--- config.mk ---
export PLATFORM = sky130hd
export DESIGN_NAME = conv_sample_pacer
export DESIGN_NICKNAME = d
export VERILOG_FILES = /design/src/rtl/conv_sample_pacer.sv
export SDC_FILE = /design/constraint.sdc
export NUM_CORES = 1
export LEC_CHECK = 0
export ABC_AREA = 1
export CAP_MARGIN = 20
export CORE_ASPECT_RATIO = 1.25
export CORE_UTILIZATION = 32
export CTS_BUF_LIST = sky130_fd_sc_hd__clkbuf_2
export DETAILED_ROUTE_END_ITERATION = 7
export DONT_BUFFER_PORTS = 1
export GPL_ROUTABILITY_DRIVEN = 0
export PLACE_DENSITY_LB_ADDON = 0.1
export SLEW_MARGIN = 10
export SYNTH_ARGS = -nofsm -noshare
export SYNTH_HDL_FRONTEND = slang
export SYNTH_SLANG_ARGS = --single-unit
export TNS_END_PERCENT = 30
--- constraint.sdc ---
create_clock -name clk -period 3.5 [get_ports clk]
set_input_delay 0.875 -clock clk [delete_from_list [all_inputs] [get_ports clk]]
set_output_delay 0.875 -clock clk [all_outputs]
set_load 0.1 [all_outputs]
--- src/rtl/conv_sample_pacer.sv ---
// conv_sample_pacer: buffers upstream samples in a small FIFO and releases them
// to a convolution core as one-cycle strobes spaced at least GAP cycles apart.
// A zero-wait-state APB-style register port provides control and status.
//
// Ports:
//   clk, rstn              clock, asynchronous active-low reset
//   s_valid/s_data/s_ready upstream sample handshake (s_ready = !full)
//   data_out_enable        one-cycle strobe to the core's data_in_enable
//   data_out               paced sample to the core's data_in, held between strobes
//   p_sel/p_ce/p_we/p_strb/p_addr/p_wdata  register access request
//   p_rdy/p_rdata          register access response (combinational)
//
// Register map (p_addr is a word index):
//   0 CTRL     bit0 enable (rw), bit1 flush (write-1 pulse, reads 0)
//   1 GAP      bits[15:0] minimum strobe spacing, 0 treated as 1
//   2 STATUS   bits[7:0] level, bit8 empty, bit9 full, bit16 overflow (sticky, write-1 clears)
//   3 DROP_CNT saturating count of dropped samples, any write clears
module conv_sample_pacer #(
  parameter int unsigned DATA_BITWIDTH = 16,
  parameter int unsigned FIFO_DEPTH    = 16,
  parameter int unsigned GAP_RESET     = 32
) (
  input  logic                     clk,
  input  logic                     rstn,
  input  logic                     s_valid,
  input  logic [DATA_BITWIDTH-1:0] s_data,
  output logic                     s_ready,
  output logic                     data_out_enable,
  output logic [DATA_BITWIDTH-1:0] data_out,
  input  logic                     p_sel,
  input  logic                     p_ce,
  input  logic                     p_we,
  input  logic [3:0]               p_strb,
  input  logic [31:0]              p_addr,
  input  logic [31:0]              p_wdata,
  output logic                     p_rdy,
  output logic [31:0]              p_rdata
);

  localparam int unsigned ADDR_W = $clog2(FIFO_DEPTH);
  localparam int unsigned PTR_W  = ADDR_W + 1;
  localparam int unsigned CNT_W  = 16;

  localparam logic [31:0] IDX_CTRL   = 32'd0;
  localparam logic [31:0] IDX_GAP    = 32'd1;
  localparam logic [31:0] IDX_STATUS = 32'd2;
  localparam logic [31:0] IDX_DROP   = 32'd3;

  logic [DATA_BITWIDTH-1:0] mem [FIFO_DEPTH];
  logic [PTR_W-1:0]         wr_ptr;
  logic [PTR_W-1:0]         rd_ptr;
  logic [PTR_W-1:0]         level;
  logic                     empty;
  logic                     full;

  logic                     enable_q;
  logic [15:0]              gap_q;
  logic                     overflow_q;
  logic [31:0]              drop_cnt_q;
  logic [CNT_W-1:0]         gap_cnt_q;
  logic [CNT_W-1:0]         gap_eff;

  logic                     wr_access;
  logic                     wr_ctrl;
  logic                     wr_gap;
  logic                     wr_status;
  logic                     wr_drop;
  logic                     flush;
  logic                     push;
  logic                     pop;
  logic                     drop;
  logic [31:0]              status_word;
  logic                     unused_apb;

  // FIFO occupancy from pointers carrying one extra wrap bit
  assign level = wr_ptr - rd_ptr;
  assign empty = (level == '0);
  assign full  = (level == PTR_W'(FIFO_DEPTH));

  assign s_ready = !full;

  // Register write decode
  assign wr_access = p_sel & p_ce & p_we;
  assign wr_ctrl   = wr_access & (p_addr == IDX_CTRL);
  assign wr_gap    = wr_access & (p_addr == IDX_GAP);
  assign wr_status = wr_access & (p_addr == IDX_STATUS);
  assign wr_drop   = wr_access & (p_addr == IDX_DROP);
  assign flush     = wr_ctrl & p_strb[0] & p_wdata[1];

  // Flush wins over both push and pop on its edge
  assign push    = s_valid & !full & !flush;
  assign drop    = s_valid & full;
  assign pop     = enable_q & !empty & (gap_cnt_q == '0) & !flush;
  assign gap_eff = (gap_q == '0) ? CNT_W'(1) : gap_q;

  assign unused_apb = ^{p_wdata[31:17], p_strb[3]};

  // Sample storage; contents are don't-care while empty so no reset
  always_ff @(posedge clk) begin
    if (push) begin
      mem[wr_ptr[ADDR_W-1:0]] <= s_data;
    end
  end

  // FIFO pointers
  always_ff @(posedge clk or negedge rstn) begin
    if (!rstn) begin
      wr_ptr <= '0;
      rd_ptr <= '0;
    end else if (flush) begin
      wr_ptr <= '0;
      rd_ptr <= '0;
    end else begin
      if (push) wr_ptr <= wr_ptr + PTR_W'(1);
      if (pop)  rd_ptr <= rd_ptr + PTR_W'(1);
    end
  end

  // Emission: head of FIFO registered onto data_out with a one-cycle strobe
  always_ff @(posedge clk or negedge rstn) begin
    if (!rstn) begin
      data_out_enable <= 1'b0;
      data_out        <= '0;
    end else begin
      data_out_enable <= pop;
      if (pop) begin
        data_out <= mem[rd_ptr[ADDR_W-1:0]];
      end
    end
  end

  // Gap counter; GAP is sampled only when it reloads on an emission
  always_ff @(posedge clk or negedge rstn) begin
    if (!rstn) begin
      gap_cnt_q <= '0;
    end else if (!enable_q || flush) begin
      gap_cnt_q <= '0;
    end else if (pop) begin
      gap_cnt_q <= gap_eff - CNT_W'(1);
    end else if (gap_cnt_q != '0) begin
      gap_cnt_q <= gap_cnt_q - CNT_W'(1);
    end
  end

  // CTRL and GAP registers
  always_ff @(posedge clk or negedge rstn) begin
    if (!rstn) begin
      enable_q <= 1'b0;
      gap_q    <= 16'(GAP_RESET);
    end else begin
      if (wr_ctrl && p_strb[0]) enable_q <= p_wdata[0];
      if (wr_gap && p_strb[0])  gap_q[7:0]  <= p_wdata[7:0];
      if (wr_gap && p_strb[1])  gap_q[15:8] <= p_wdata[15:8];
    end
  end

  // Overflow flag and drop counter; a drop wins over a same-edge clear of the flag
  always_ff @(posedge clk or negedge rstn) begin
    if (!rstn) begin
      overflow_q <= 1'b0;
      drop_cnt_q <= '0;
    end else begin
      if (drop) begin
        overflow_q <= 1'b1;
      end else if (wr_status && p_strb[2] && p_wdata[16]) begin
        overflow_q <= 1'b0;
      end
      if (wr_drop) begin
        drop_cnt_q <= '0;
      end else if (drop && (drop_cnt_q != '1)) begin
        drop_cnt_q <= drop_cnt_q + 32'd1;
      end
    end
  end

  assign status_word = {15'b0, overflow_q, 6'b0, full, empty, 8'(level)};

  assign p_rdy = p_sel & p_ce;

  // Read mux
  always_comb begin
    p_rdata = '0;
    if (p_sel) begin
      case (p_addr)
        IDX_CTRL:   p_rdata = {31'b0, enable_q};
        IDX_GAP:    p_rdata = {16'b0, gap_q};
        IDX_STATUS: p_rdata = status_word;
        IDX_DROP:   p_rdata = drop_cnt_q;
        default:    p_rdata = '0;
      endcase
    end
  end

endmodule

## After elaboration in Yosys (flattened, before gate mapping)

Memories as Yosys holds them, arrays and structs flattened. A register that Yosys moved wholly into a read port is not among the register bits.
Index checks and enable logic that the tools add are counted.

- Register bits after elaboration: 77
- Memory bits (writable): 256
- Logic and storage cells: 73
- Memories: 1

- Add/subtract/negate cells: 6
- Eq/ne operators: 5
- Mux-type cells: 16
- Bitwise logic cells: 14
- Reductions and logical operators: 22

Memory list:

| name | depth | bits a word | read ports | clocked after memory_dff | wr ports | line | text |
|---|---|---|---|---|---|---|---|
| mem | 16 | 16 | 1 | 1 | 1 | 49 | `logic [DATA_BITWIDTH-1:0] mem [FIFO_DEPTH];` |

Operator list:

| kind | count |
|---|---|
| $pmux W32 S4 | 1 |
| $mux W32 | 3 |
| $eq A32 B2 Y1 const B | 2 |
| $mux W16 | 4 |
| $add A32 B1 Y32 const B | 1 |
| $eq A32 B1 Y1 const B | 1 |
| $logic_not A16 Y1 | 2 |
| $logic_not A32 Y1 | 1 |
| $ne A32 B32 Y1 const B | 1 |
| $sub A16 B1 Y16 const B | 2 |
| $mux W5 | 4 |
| $reduce_bool A16 Y1 | 1 |
| $and A1 B1 Y1 | 14 |
| $add A5 B1 Y5 const B | 2 |
| $reduce_bool A2 Y1 | 4 |
| $logic_and A1 B1 Y1 | 6 |
| $eq A5 B5 Y1 const B | 1 |
| $logic_not A1 Y1 | 5 |
| $logic_not A5 Y1 | 1 |
| $sub A5 B5 Y5 | 1 |
| $mux W1 | 4 |
| $reduce_bool A3 Y1 | 1 |
| $logic_or A1 B1 Y1 | 1 |

## Depth between registers and ports, before layout

Gate-level depths: netlist of run 1.

- Depth after elaboration: 9
- Mapped depth: 22
- Gate-level depth less buffers: 21

## Least setup slack after synthesis of run 1

No wires, ideal clock.

- Path type: register to output
- From: register rd_ptr[1]
- To: output p_rdata[9]
- Arrival: 3.967 ns
- Required time: 2.625 ns
- Slack: -1.342 ns
- Stages on the path, launching flop included: 14
- Buffers on the path: 2
- Cell sequence: dfrtp_1 -> inv_1 -> clkbuf_1 -> clkbuf_1 -> fa_1 -> inv_1 -> nand2_1 -> nor2_1 -> nand3_1 -> inv_1 -> nand2_1 -> nor2_1 -> a221oi_1 -> nor2_1

- Cells in the longest elaborated chain, start to end: 4

RTL lines:

| what | line | text |
|---|---|---|
| start, declared | 51 | `logic [PTR_W-1:0] rd_ptr;` |
| start signal, assigned | 115 | `if (pop) rd_ptr <= rd_ptr + PTR_W'(1);` |
| $sub A5 B5 Y5 | 76 | `assign level = wr_ptr - rd_ptr;` |
| $eq A5 B5 Y1 | 78 | `assign full = (level == PTR_W'(FIFO_DEPTH));` |
| $pmux W32 S4 | 184 | `case (p_addr)` |
| $mux W32 | 183 | `if (p_sel) begin` |
| end, declared | 37 | `output logic [31:0] p_rdata` |

Every way passes these cells.

## Worst setup path in the final report of run 1

- From: register rd_ptr[0]
- To: output p_rdata[9]

The elaborated chain is that of the path after synthesis.

==> results.toml, run 1 <==
[clocking]
cts_sinks = 349
htreeDepth = 3
clockBufferDepth = 3
clkTransAtPathRegs_ns = 0.09
tritoncts = "done"
cts_root_buffer = "clkbuf_2"
cts_buffers = 92
clk_latency_ns = 1.04

[sta]
skew_ns = 0.0900
drv_slew = 0
timing.hold.ws_ns = 0.219
worst_pin_slew_ns = 0.987
rsz0062_at_grt = "true"
setup_tns_ns = -1.96
setup_viol = 8
setup_ws_ns = -0.480
fin_crit_ns = 3.98
fmax_mhz = 251
slew_headroom_pct = 34.2
fin_crit_sh_pct = 114
hold_viol = 0

[global_route]
grt_usage_pct = 19.4
grt_pass1_wl_um = 71100
grt_max_degree = 94
grt_pass1_vias = 11800
grt-ovfl-total = 0
antenna_found_initial = 5

[routing]
drc_errors = 0
dr.first_iter.drc_count = 549
postRouteAntennaNets = 0
via_per_inst = 4.92
wl_per_cell_um = 19.5
wl_um = 46100
dr.pass1.iters = 5
vias = 11600

[pwr]
p_per_area_nw_per_um2 = 466
vdd_drop_max_mv = 0.191
p_leak_nw = 7.38

[synthesis]
synth-seq-area-share_pct = 64.6
syn_inst = 1487
synth.top_cells.by_count = "nor2_1, edfxtp_1, o21ai_0, nand2_1, inv_1"
synthFlopType = "edfxtp_1"
synth_most_common_cell = "nor2_1"
syn_area_per_cell_sq_um = 10.4
synth-edff-count = 256
synthArstFlopShare_pct = 26.6
synth_nets = 1589
synth_area_leaders = "edfxtp_1, dfrtp_1, nor2_1"
ys_seq_elements = 349
synth_area_leader_cell = "edfxtp_1"
syn_area_sq_um = 15500
yosys_warnings = 0
synth_top_area_share_pct = 49.6
synth_cell_types = 45

[die]
die_y_um = 248
coreArea_sq_um = 47500
rows = 89
ios = 141
dieArea_sq_um = 49300
initial_utilization_pct = 32.6
dieWidth_um = 199

[placed_design]
hpwl_um = 27900
port_buffers = 0
dpl-instance-area_sq_um = 17600

[setup_path]
reg2reg_depth = 18
critPathArrivalTime_ns = 3.11
critPathMaxFanout = 2
cp-start-kind = "flop"
cp.required_ns = 2.62
setup.worst_path.class = "flop to primary output"
endpoint_kind = "primary output"

[job]
cap_violations = 0

[finish]
design_area_sq_um = 19100
areaGrowthSynthToFinish_pct = 23.4
layout.nets = 1746
layout-drive-gt1-share_pct = 22.1
fill_cells = 4752

[run_status]
status = "complete, but fails checks"
violations = "negative setup slack"

[hold_path]
hold_path.class = "input pin to flop"
hold_depth = 4
sequential cells by signal, indices dropped and copies added (netlist names):
signal / cells
data_out: 16
data_out_enable: 1
drop_cnt_q: 32
enable_q: 1
gap_cnt_q: 16
gap_q: 16
mem: 256
overflow_q: 1
rd_ptr: 5
wr_ptr: 5
final timing paths:
kind / from / to / slack (ns)
setup / recovery: rd_ptr[0] / p_rdata[9] / -0.48
hold / removal: p_strb[0] / enable_q / 0.22
setup reg to reg: rd_ptr[0] / drop_cnt_q[11] / 0.27
hold reg to reg: gap_cnt_q[0] / gap_cnt_q[0] / 0.51
max in group asynchronous: rstn / rd_ptr[0] / 2.55
min in group asynchronous: rstn / overflow_q / 0.49
cell type report:
type,instances,area [sq um],area share [%]
Sequential cell,349,10000,52.4
Multi-Input combinational cell,947,5290,27.7
Timing Repair Buffer,129,1690,8.85
Tap cell,637,797,4.17
Clock buffer,147,736,3.85
Inverter,125,473,2.47
Clock inverter,23,101,0.530
Antenna cell,6,15.0,0.0785
cells by family after synthesis:
kind of cell               count (synthesis)  share of synthesized area, %
adders and majority gates                 12                          1.02
muxes                                     15                          1.09
xor gates and xnor gates                   4                         0.226
buffers and inverters                    191                          4.80
AOI/OAI and AO/OA                        333                          12.0
DFF                                      349                          64.6
and+or+nand+nor                          583                          16.2
critical path, stage by stage, from the launching register on:
cell      delay (ns)
dfrtp_4         0.51
ha_4            0.17
inv_4           0.05
fa_2            0.45
inv_2           0.07
nand2_2         0.05
nor2_2          0.08
nand3_2         0.11
inv_2           0.10
nand2_4         0.06
nor2_4          0.10
a221oi_4        0.05
nor2_4          0.12
buf_12          0.18
per-stage QoR:
step | power (mW) | utilization (%) | worst slack [ns] | cells
finish | 8.91 | 40.2 | -0.480 | 2363
global route | 9.42 | 40.2 | -0.716 | 2361
CTS | 8.95 | 39.8 | -0.671 | 2353
detailed placement | 5.89 | 37.0 | 0.0767 | 2142
global placement | 5.88 | 37.0 | 0.0966 | 2142
floorplan | 5.48 | - | -0.278 | 1487
placed cells by master (no fill, tap or decap), drive strengths merged, types with 2 or more instances in the layout:
master       count
and2             2
ha              11
a31oi            5
nor4             8
inv            126
o21a             4
buf             94
nand2          178
or2              2
a211oi           2
edfxtp         256
o2111ai          9
a221oi           5
nand3           52
nor3            37
o22ai           54
o221ai          14
o21ai          189
clkinv          21
diode            6
clkbuf         147
mux2            15
nand4           27
a21oi           49
dfrtp           92
xor2             3
dlygate4sd3     35
nor3b            2
nor2           272
repair_timing:
| action | in CTS | in global routing |
|---|---|---|
| endpoints found under the setup margin | 8 | 20 |
| endpoints found under the hold margin | 367 | 0 |
| gates resized for setup | 20 | 30 |
| buffers inserted | 5 | 4 |
| hold buffers | 36 | 0 |
| pin swaps | 6 | 12 |
routing by layer:
layer / global-route usage, % / share of wire, %
met5: 0 / 0
met4: 7.85 / 2.4
met2: 33.9 / 51
met1: 23.3 / 42
met3: 4.09 / 4.8
where the power goes:
part / switching [mW] / internal [mW]
Clock: 1.72 / 1.11
Sequential: 0.122 / 4.78
Combinational: 0.760 / 0.421
Total: 2.60 / 6.31
Power figures use the tool's default switching activity.
==> run 2: changes to the inputs <==
--- a/config.mk
+++ b/config.mk
@@ -10,6 +10,7 @@
 export CORE_ASPECT_RATIO = 1.25
 export CORE_UTILIZATION = 32
 export CTS_BUF_LIST = sky130_fd_sc_hd__clkbuf_2
+export CTS_CLUSTER_SIZE = 30
 export DETAILED_ROUTE_END_ITERATION = 7
 export DONT_BUFFER_PORTS = 1
 export GPL_ROUTABILITY_DRIVEN = 0
==> constraint.sdc (replaced) <==
create_clock -name clk -period 3.72 [get_ports clk]
set_input_delay 0.93 -clock clk [delete_from_list [all_inputs] [get_ports clk]]
set_output_delay 0.93 -clock clk [all_outputs]
set_load 0.1 [all_outputs]
==> run 2 against run 1 <==
  * First-iteration DRC count increased by 0.18%
  * Routed wire length is 0.11% higher
  * Final cell count is 0.17% lower
  * The run still ends with negative setup slack left
  * Setup slack gained 0.11 ns
  * Global-route usage fell by 0.21 points
  * Count of clock-buffer cells in the layout is 2 higher
  * Hold slack worse by 0.032 ns
  * Sequential cell count stayed put
  * Clock power decreased by 4%
==> results.toml, run 2 (synthesis results as in run 1) <==
[die]
initial_utilization_pct = 32.6
dieArea_sq_um = 49300
ios = 141
coreArea_sq_um = 47500
rows = 89
dieWidth_um = 199
die_y_um = 248

[clocking]
cts_root_buffer = "clkbuf_2"
cts_buffers = 94
clockBufferDepth = 3
cts_sinks = 349
tritoncts = "done"
clk_latency_ns = 1.04
htreeDepth = 3
clkTransAtPathRegs_ns = 0.09

[global_route]
grt_pass1_vias = 12000
grt_usage_pct = 19.2
antenna_found_initial = 6
grt_max_degree = 111
grt-ovfl-total = 0
grt_pass1_wl_um = 70100

[sta]
setup_viol = 5
setup_ws_ns = -0.374
drv_slew = 0
fmax_mhz = 244
slew_headroom_pct = 37.5
timing.hold.ws_ns = 0.186
rsz0062_at_grt = "true"
fin_crit_ns = 4.09
worst_pin_slew_ns = 0.937
fin_crit_sh_pct = 110
skew_ns = 0.0975
hold_viol = 0

[pwr]
p_leak_nw = 7.32
p_per_area_nw_per_um2 = 442
vdd_drop_max_mv = 0.197

[finish]
multiInputGateArea_sq_um = 5140
final_core_util_pct = 39.6
largest_reg_flops = 256
layout_common_cells = "edfxtp_1, nor2_1, o21ai_0"
fill_cells = 4779
seq_area_sq_um = 10000
fin_cells = 2359
layout.nets = 1746
final_common_cell = "edfxtp_1"
areaGrowthSynthToFinish_pct = 21.4
layout-drive-gt1-share_pct = 21.3
design_area_sq_um = 18800

[setup_path]
setup.worst_path.class = "flop to primary output"
worstReg2RegEnd = "gap_cnt_q[10]"
critPathMaxFanout = 2
crit_end = "p_rdata[9]"
cp-start-kind = "flop"
critPathLaunch = "rd_ptr[0]"
endpoint_kind = "primary output"
r2r_start = "rd_ptr[0]"
critPathArrivalTime_ns = 3.16
cp.required_ns = 2.79
rrSetupSlack_ns = 0.45
reg2reg_depth = 20

[routing]
dr.first_iter.drc_count = 550
wl_per_cell_um = 19.6
drc_errors = 0
vias = 11700
wl_um = 46200
postRouteAntennaNets = 0
via_per_inst = 4.96
dr.pass1.iters = 5

[placed_design]
dp.cells = 2143
dpl-instance-area_sq_um = 17400
dp_slack_ns = 0.153
hpwl_um = 28900
port_buffers = 0

[run_status]
status = "complete, but fails checks"
violations = "negative setup slack"

[hold_path]
hold_path.class = "input pin to flop"

[job]
cap_violations = 0
## run 2: changes by cell type in the layout (fill, tap and decap cells not counted), sizes merged
cell and delta:
bufinv +1, dlygate4sd3 -2, inv -2, clkbuf +2, clkinvlp +2, clkinv -5
## run 2: repair_timing
action / in CTS / in global routing
endpoints found under the hold margin: 366 / 0
setup endpoints to repair: 8 / 10
resized for setup: 21 / 11
buffers inserted: 8 / 0
pin swaps: 7 / 7
hold buffers: 34 / 0
## run 2: power by group
part	total (mW)	switching, mW	leakage [nW]	internal (mW)
sequential	4.61	0.113	3.50	4.49
clock	2.73	1.61	0.660	1.12
combinational	0.970	0.673	3.16	0.297
## run 2: layer usage
metal  global-route usage [%]  vias up  part of all wire (%)
met3                     4.52       79                   5.3
li1                         -     5639                     -
met1                     22.9     5656                    42
met4                     7.96        0                   2.4
met2                     33.2      317                    50
met5                        0        -                     0
## run 2: worst min-delay path by stage
stage | from | end | depth (start not counted)
6_report | s_valid | overflow_q | 2
5_1_grt | p_strb[0] | enable_q | 4
4_1_cts | p_strb[0] | enable_q | 4
3_5_place_dp | gap_cnt_q[0] | gap_cnt_q[0] | 1
3_3_place_gp | gap_cnt_q[0] | gap_cnt_q[0] | 1
2_1_floorplan | gap_cnt_q[0] | gap_cnt_q[0] | 1
## run 2: worst max-delay path, stage by stage (launching register included)
cell and delay [ns]:
dfrtp_4 0.50, ha_4 0.16, inv_2 0.05, fa_2 0.44, inv_1 0.06, nand2_1 0.04
nor2_1 0.11, nand3_2 0.12, inv_2 0.10, nand2_4 0.06, nor2_4 0.11, a221oi_4 0.05
nor2_4 0.13, buf_12 0.18
## run 2: layout make-up
cell class / count / share of cell area (%)
clock buffer: 149 / 3.96
antenna: 6 / 0.0798
inverter: 125 / 2.50
sequential: 349 / 53.3
tap: 637 / 4.24
multi-input combinational: 947 / 27.4
clock inverter: 19 / 0.579
timing repair buffer: 127 / 8.01
## run 2: per-stage QoR
step	setup TNS [ns]	total power, mW
after floorplan	-9.64	5.16
after global placement	0	5.48
after detailed placement	0	5.49
after CTS	-2.86	8.42
after global routing	-2.92	8.78
final	-1.41	8.31
==> run 3: changes to the inputs <==
--- a/config.mk
+++ b/config.mk
@@ -14,6 +14,7 @@
 export DETAILED_ROUTE_END_ITERATION = 7
 export DONT_BUFFER_PORTS = 1
 export GPL_ROUTABILITY_DRIVEN = 0
+export HOLD_SLACK_MARGIN = 0.05
 export PLACE_DENSITY_LB_ADDON = 0.1
 export SLEW_MARGIN = 10
 export SYNTH_ARGS = -nofsm -noshare
==> constraint.sdc (replaced) <==
create_clock -name clk -period 4.8 [get_ports clk]
set_input_delay 1.2 -clock clk [delete_from_list [all_inputs] [get_ports clk]]
set_output_delay 1.2 -clock clk [all_outputs]
set_load 0.1 [all_outputs]
==> run 3 against run 2 <==
  * The run now ends clean
  * Highest routed layer is now met5
  * Die area unchanged
  * Routed wire length fell by 1.7%
  * Sequential share of layout area up 2.2 points
  * Final cell count decreased by 2.7%
  * Sequential power down 22%
  * Global-route usage fell by 0.25 points
  * Combinational power shrank 34%
  * Non-clock buffer count is 55 lower
  * Register-to-register slack improved by 0.57 ns
  * Sequential cell count unchanged
==> results.toml, run 3 (synthesis results as in run 1) <==
[run_status]
status = "finished clean"

[placed_design]
dp_slack_ns = 0.568
hpwl_um = 28100
dp.cells = 2125
port_buffers = 0

[sta]
drv_slew = 0
setup_ws_ns = 0.237
slew_headroom_pct = 24.6
fin_crit_ns = 4.56
setup_viol = 0
fmax_mhz = 219
hold_viol = 0
worst_pin_slew_ns = 1.13
skew_ns = 0.119
fin_crit_sh_pct = 95.1

[clocking]
htreeDepth = 3
tritoncts = "done"
clkTransAtPathRegs_ns = 0.11
cts_root_buffer = "clkbuf_2"
cts_buffers = 92
clockBufferDepth = 3
clk_latency_ns = 1.04
cts_sinks = 349

[pwr]
p_per_area_nw_per_um2 = 350
vdd_drop_max_mv = 0.134
p_leak_nw = 7.00
post-layout-total-power_mw = 6.31

[setup_path]
endpoint_kind = "primary output"
critPathArrivalTime_ns = 3.36
setup.worst_path.class = "flop to primary output"
critPathMaxFanout = 3
cp-start-kind = "flop"
cp.required_ns = 3.60

[routing]
wl_um = 45400
wl_per_cell_um = 19.8
drc_errors = 0
postRouteAntennaNets = 0
vias = 11500
dr.pass1.iters = 6
via_per_inst = 5.01
dr.first_iter.drc_count = 698

[die]
ios = 141
initial_utilization_pct = 32.6
coreArea_sq_um = 47500
dieWidth_um = 199
dieArea_sq_um = 49300
rows = 89
die_y_um = 248

[finish]
layout.nets = 1689
final_common_cell = "edfxtp_1"
fill_cells = 4864
fin_cells = 2295
layout-drive-gt1-share_pct = 19.4
areaGrowthSynthToFinish_pct = 16.5
largest_reg_flops = 256
final_core_util_pct = 38.0
layout_common_cells = "edfxtp_1, nor2_1, o21ai_0"

[global_route]
grt_pass1_wl_um = 69600
grt_pass1_vias = 11800
grt_max_degree = 94
grt-ovfl-total = 0
antenna_found_initial = 3
grt_usage_pct = 19.0

[job]
cap_violations = 0

[hold_path]
hold_path.class = "input pin to flop"
==> run 3: cell types whose count changed in the layout (fill, tap and decap cells not counted), moves of 7 or more <==
cell           before  now
buf_4              57   35
nor2_2             26   39
clkbuf_2          149  137
a21oi_4             7    0
nor2_4             19    6
dlygate4sd3_1      33    1
==> run 3: final timing paths <==
path,start,to,slack [ns],depth (start not counted)
setup / recovery,rd_ptr[0],p_rdata[9],0.24,14
hold / removal,s_data[6],mem[7][6],0.25,0
setup reg to reg,wr_ptr[0],mem[12][5],1.02,15
hold reg to reg,overflow_q,overflow_q,0.53,2
max in group asynchronous,rstn,overflow_q,3.53,2
min in group asynchronous,rstn,data_out[12],0.70,2
==> run 3: cell type report <==
class	count	area, sq um	share of cell area, %
diodes	2	5.00	0.0277
clock buffers	137	686	3.80
clock inverters	26	149	0.825
inverters	125	472	2.61
multi-input cells	947	4920	27.2
flip-flops and latches	349	10000	55.5
well taps	637	797	4.42
repair buffers	72	1000	5.56
==> run 3: report_power, final <==
| part | leakage, nW | switching (mW) | internal (mW) |
|---|---|---|---|
| Clock | 0.643 | 1.27 | 0.824 |
| Sequential | 3.50 | 0.0923 | 3.48 |
| Combinational | 2.86 | 0.456 | 0.185 |
| Total | 7.00 | 1.82 | 4.49 |
==> run 3: per-stage QoR <==
stage          hold slack, ns  setup TNS, ns  area (sq um)
4_1_cts                0.0732              0         18000
6_report                0.251              0         18100
5_1_grt                 0.140       -0.00853         18100
3_5_place_dp            0.504              0         17100
2_1_floorplan           0.460          -3.35         15500
3_3_place_gp            0.495              0         17100
==> run 3: repair_timing <==
item                       in CTS  in global routing
hold endpoints to repair       93                  0
setup endpoints to repair       1                  1
buffers inserted                0                  3
pin swaps                       0                  3
hold buffers                    2                  0
resized for setup               5                  9
==> run 3: critical path, cell delays in order (launching register included) <==
cell and delay [ns]:
dfrtp_4 0.48, ha_2 0.18, inv_2 0.06, fa_2 0.45, inv_1 0.07, nand2_1 0.04, nor2_1 0.09, nand3_1 0.12
inv_2 0.09, nand2_2 0.07, buf_12 0.17, nor2_4 0.11, a221oi_2 0.05, nor2_2 0.18, buf_12 0.19
==> run 3: per-layer routing <==
layer	share of wire, %	track usage [%]	up-vias	routed length (um)
li1	-	-	5506	-
met1	42	22.7	5559	19200
met2	50	32.7	340	22500
met3	5.5	4.21	81	2500
met4	2.7	8.14	2	1220
met5	0.022	0	-	10
==> patch: new RTL, config.mk and constraints of run 2 <==
Make the reset (`rstn`) synchronous in 5 clocked blocks. Comments in the files are not updated.
--- a/src/rtl/conv_sample_pacer.sv
+++ b/src/rtl/conv_sample_pacer.sv
@@ -104,5 +104,5 @@
 
   // FIFO pointers
-  always_ff @(posedge clk or negedge rstn) begin
+  always_ff @(posedge clk) begin
     if (!rstn) begin
       wr_ptr <= '0;
@@ -118,5 +118,5 @@
 
   // Emission: head of FIFO registered onto data_out with a one-cycle strobe
-  always_ff @(posedge clk or negedge rstn) begin
+  always_ff @(posedge clk) begin
     if (!rstn) begin
       data_out_enable <= 1'b0;
@@ -131,5 +131,5 @@
 
   // Gap counter; GAP is sampled only when it reloads on an emission
-  always_ff @(posedge clk or negedge rstn) begin
+  always_ff @(posedge clk) begin
     if (!rstn) begin
       gap_cnt_q <= '0;
@@ -144,5 +144,5 @@
 
   // CTRL and GAP registers
-  always_ff @(posedge clk or negedge rstn) begin
+  always_ff @(posedge clk) begin
     if (!rstn) begin
       enable_q <= 1'b0;
@@ -156,5 +156,5 @@
 
   // Overflow flag and drop counter; a drop wins over a same-edge clear of the flag
-  always_ff @(posedge clk or negedge rstn) begin
+  always_ff @(posedge clk) begin
     if (!rstn) begin
       overflow_q <= 1'b0;
Behaviour: differs if rstn is asserted again (counterexample within 4 cycles, from zero or initial values and one cycle with rstn low); with rstn held inactive, the same outputs for 4 cycles.
==> patch against run 2 <==
The run still ends with negative setup slack left. Sequential share of layout area down 2.1 points. Via count up 1.9%. Wire length up 0.66%. First-iteration DRC count up 7.3%. Final area down 0.64%. Sequential cell count unchanged. Utilization down 0.78 points. Setup slack better by 0.060 ns. Final cell count up 2.4%. Area after synthesis up 0.69%.
Power is not compared: it rests on default switching activity, and its combinational part moved more than twofold at a synthesized area within 25%.
==> patch: results (changes against run 2) <==
timing:
  setup_viol: 4  # was 5
  skew_ns: 0.0964  # was 0.0975 ns
  worst_pin_slew_ns: 1.15  # was 0.937 ns
  setup_slack_ns: -0.314  # was -0.374 ns
run_status:
  violations: "negative setup slack"  # unchanged
  run_status: "complete, but fails checks"  # unchanged
cells_and_area:
  final_cells: 2416  # was 2359
  num-nets-final: 1804  # was 1746
  syn_to_final_growth_pct: 19.8  # was 21.4%
synthesis:
  seq_area_frac_synth_pct: 61.2  # was 64.6%
  synth_xor_xnor_area_share_pct: 1.12  # was 0.226%
  syn-num-nets: 1666  # was 1589
routing:
  drtIter0Drc: 590  # was 550
  dr_wl_met3_mm: 2.09  # was 2.44 mm
  num_vias: 11900  # was 11700
  routedWlPerCell_um: 19.2  # was 19.6 µm
critical_path:
  crit_start: "wr_ptr[0]"  # was rd_ptr[0]
  r2r_slack_ns: 0.43  # was 0.45 ns
  slowest_delay_ns: 0.55  # was 0.50 ns
  cp_data_arrival_time_ns: 3.10  # was 3.16 ns
  r2r-start: "wr_ptr[0]"  # was rd_ptr[0]
global_route:
  use_met3_pct: 3.76  # was 4.52%
  grt_pass1_wl_mm: 70.6  # was 70.1 mm
  track_usage_pct: 19.0  # was 19.2%
min_path:
  min_from: "p_wdata[16]"  # was s_valid
[patch: timing repair]
action                                 4_1_cts  5_1_grt
gates resized for setup                     36       24
pin swaps                                   15       14
hold buffers                                33        0
endpoints found under the hold margin      289        0
setup endpoints to repair                    7       17
setup buffers                                4        6
[patch: worst min-delay path, cell delays in order]
cell     delay (ns)
nand3_1        0.08
o21ai_0        0.09
a21oi_1        0.11
[patch: stage by stage]
stage                     TNS [ns]  hold slack, ns
after global routing         -2.10           0.149
after global placement           0           0.451
after detailed placement         0           0.454
after floorplan             -17.67           0.444
after CTS                    -1.40          0.0588
final                       -0.934           0.239
[patch: cell type report]
cell class,instances,area share [%]
flip-flops and latches,349,51.1
multi-input cells,1033,30.3
repair buffers,116,7.26
well taps,644,4.31
diodes,3,0.0402
clock inverters,37,1.41
inverters,110,2.26
clock buffers,124,3.32
[patch: where the power goes]
part	internal, mW	total [mW]	switching (mW)
Combinational	0.0846	0.264	0.179
Sequential	4.20	4.21	0.00768
Clock	1.19	2.81	1.62
Total	5.48	7.28	1.81
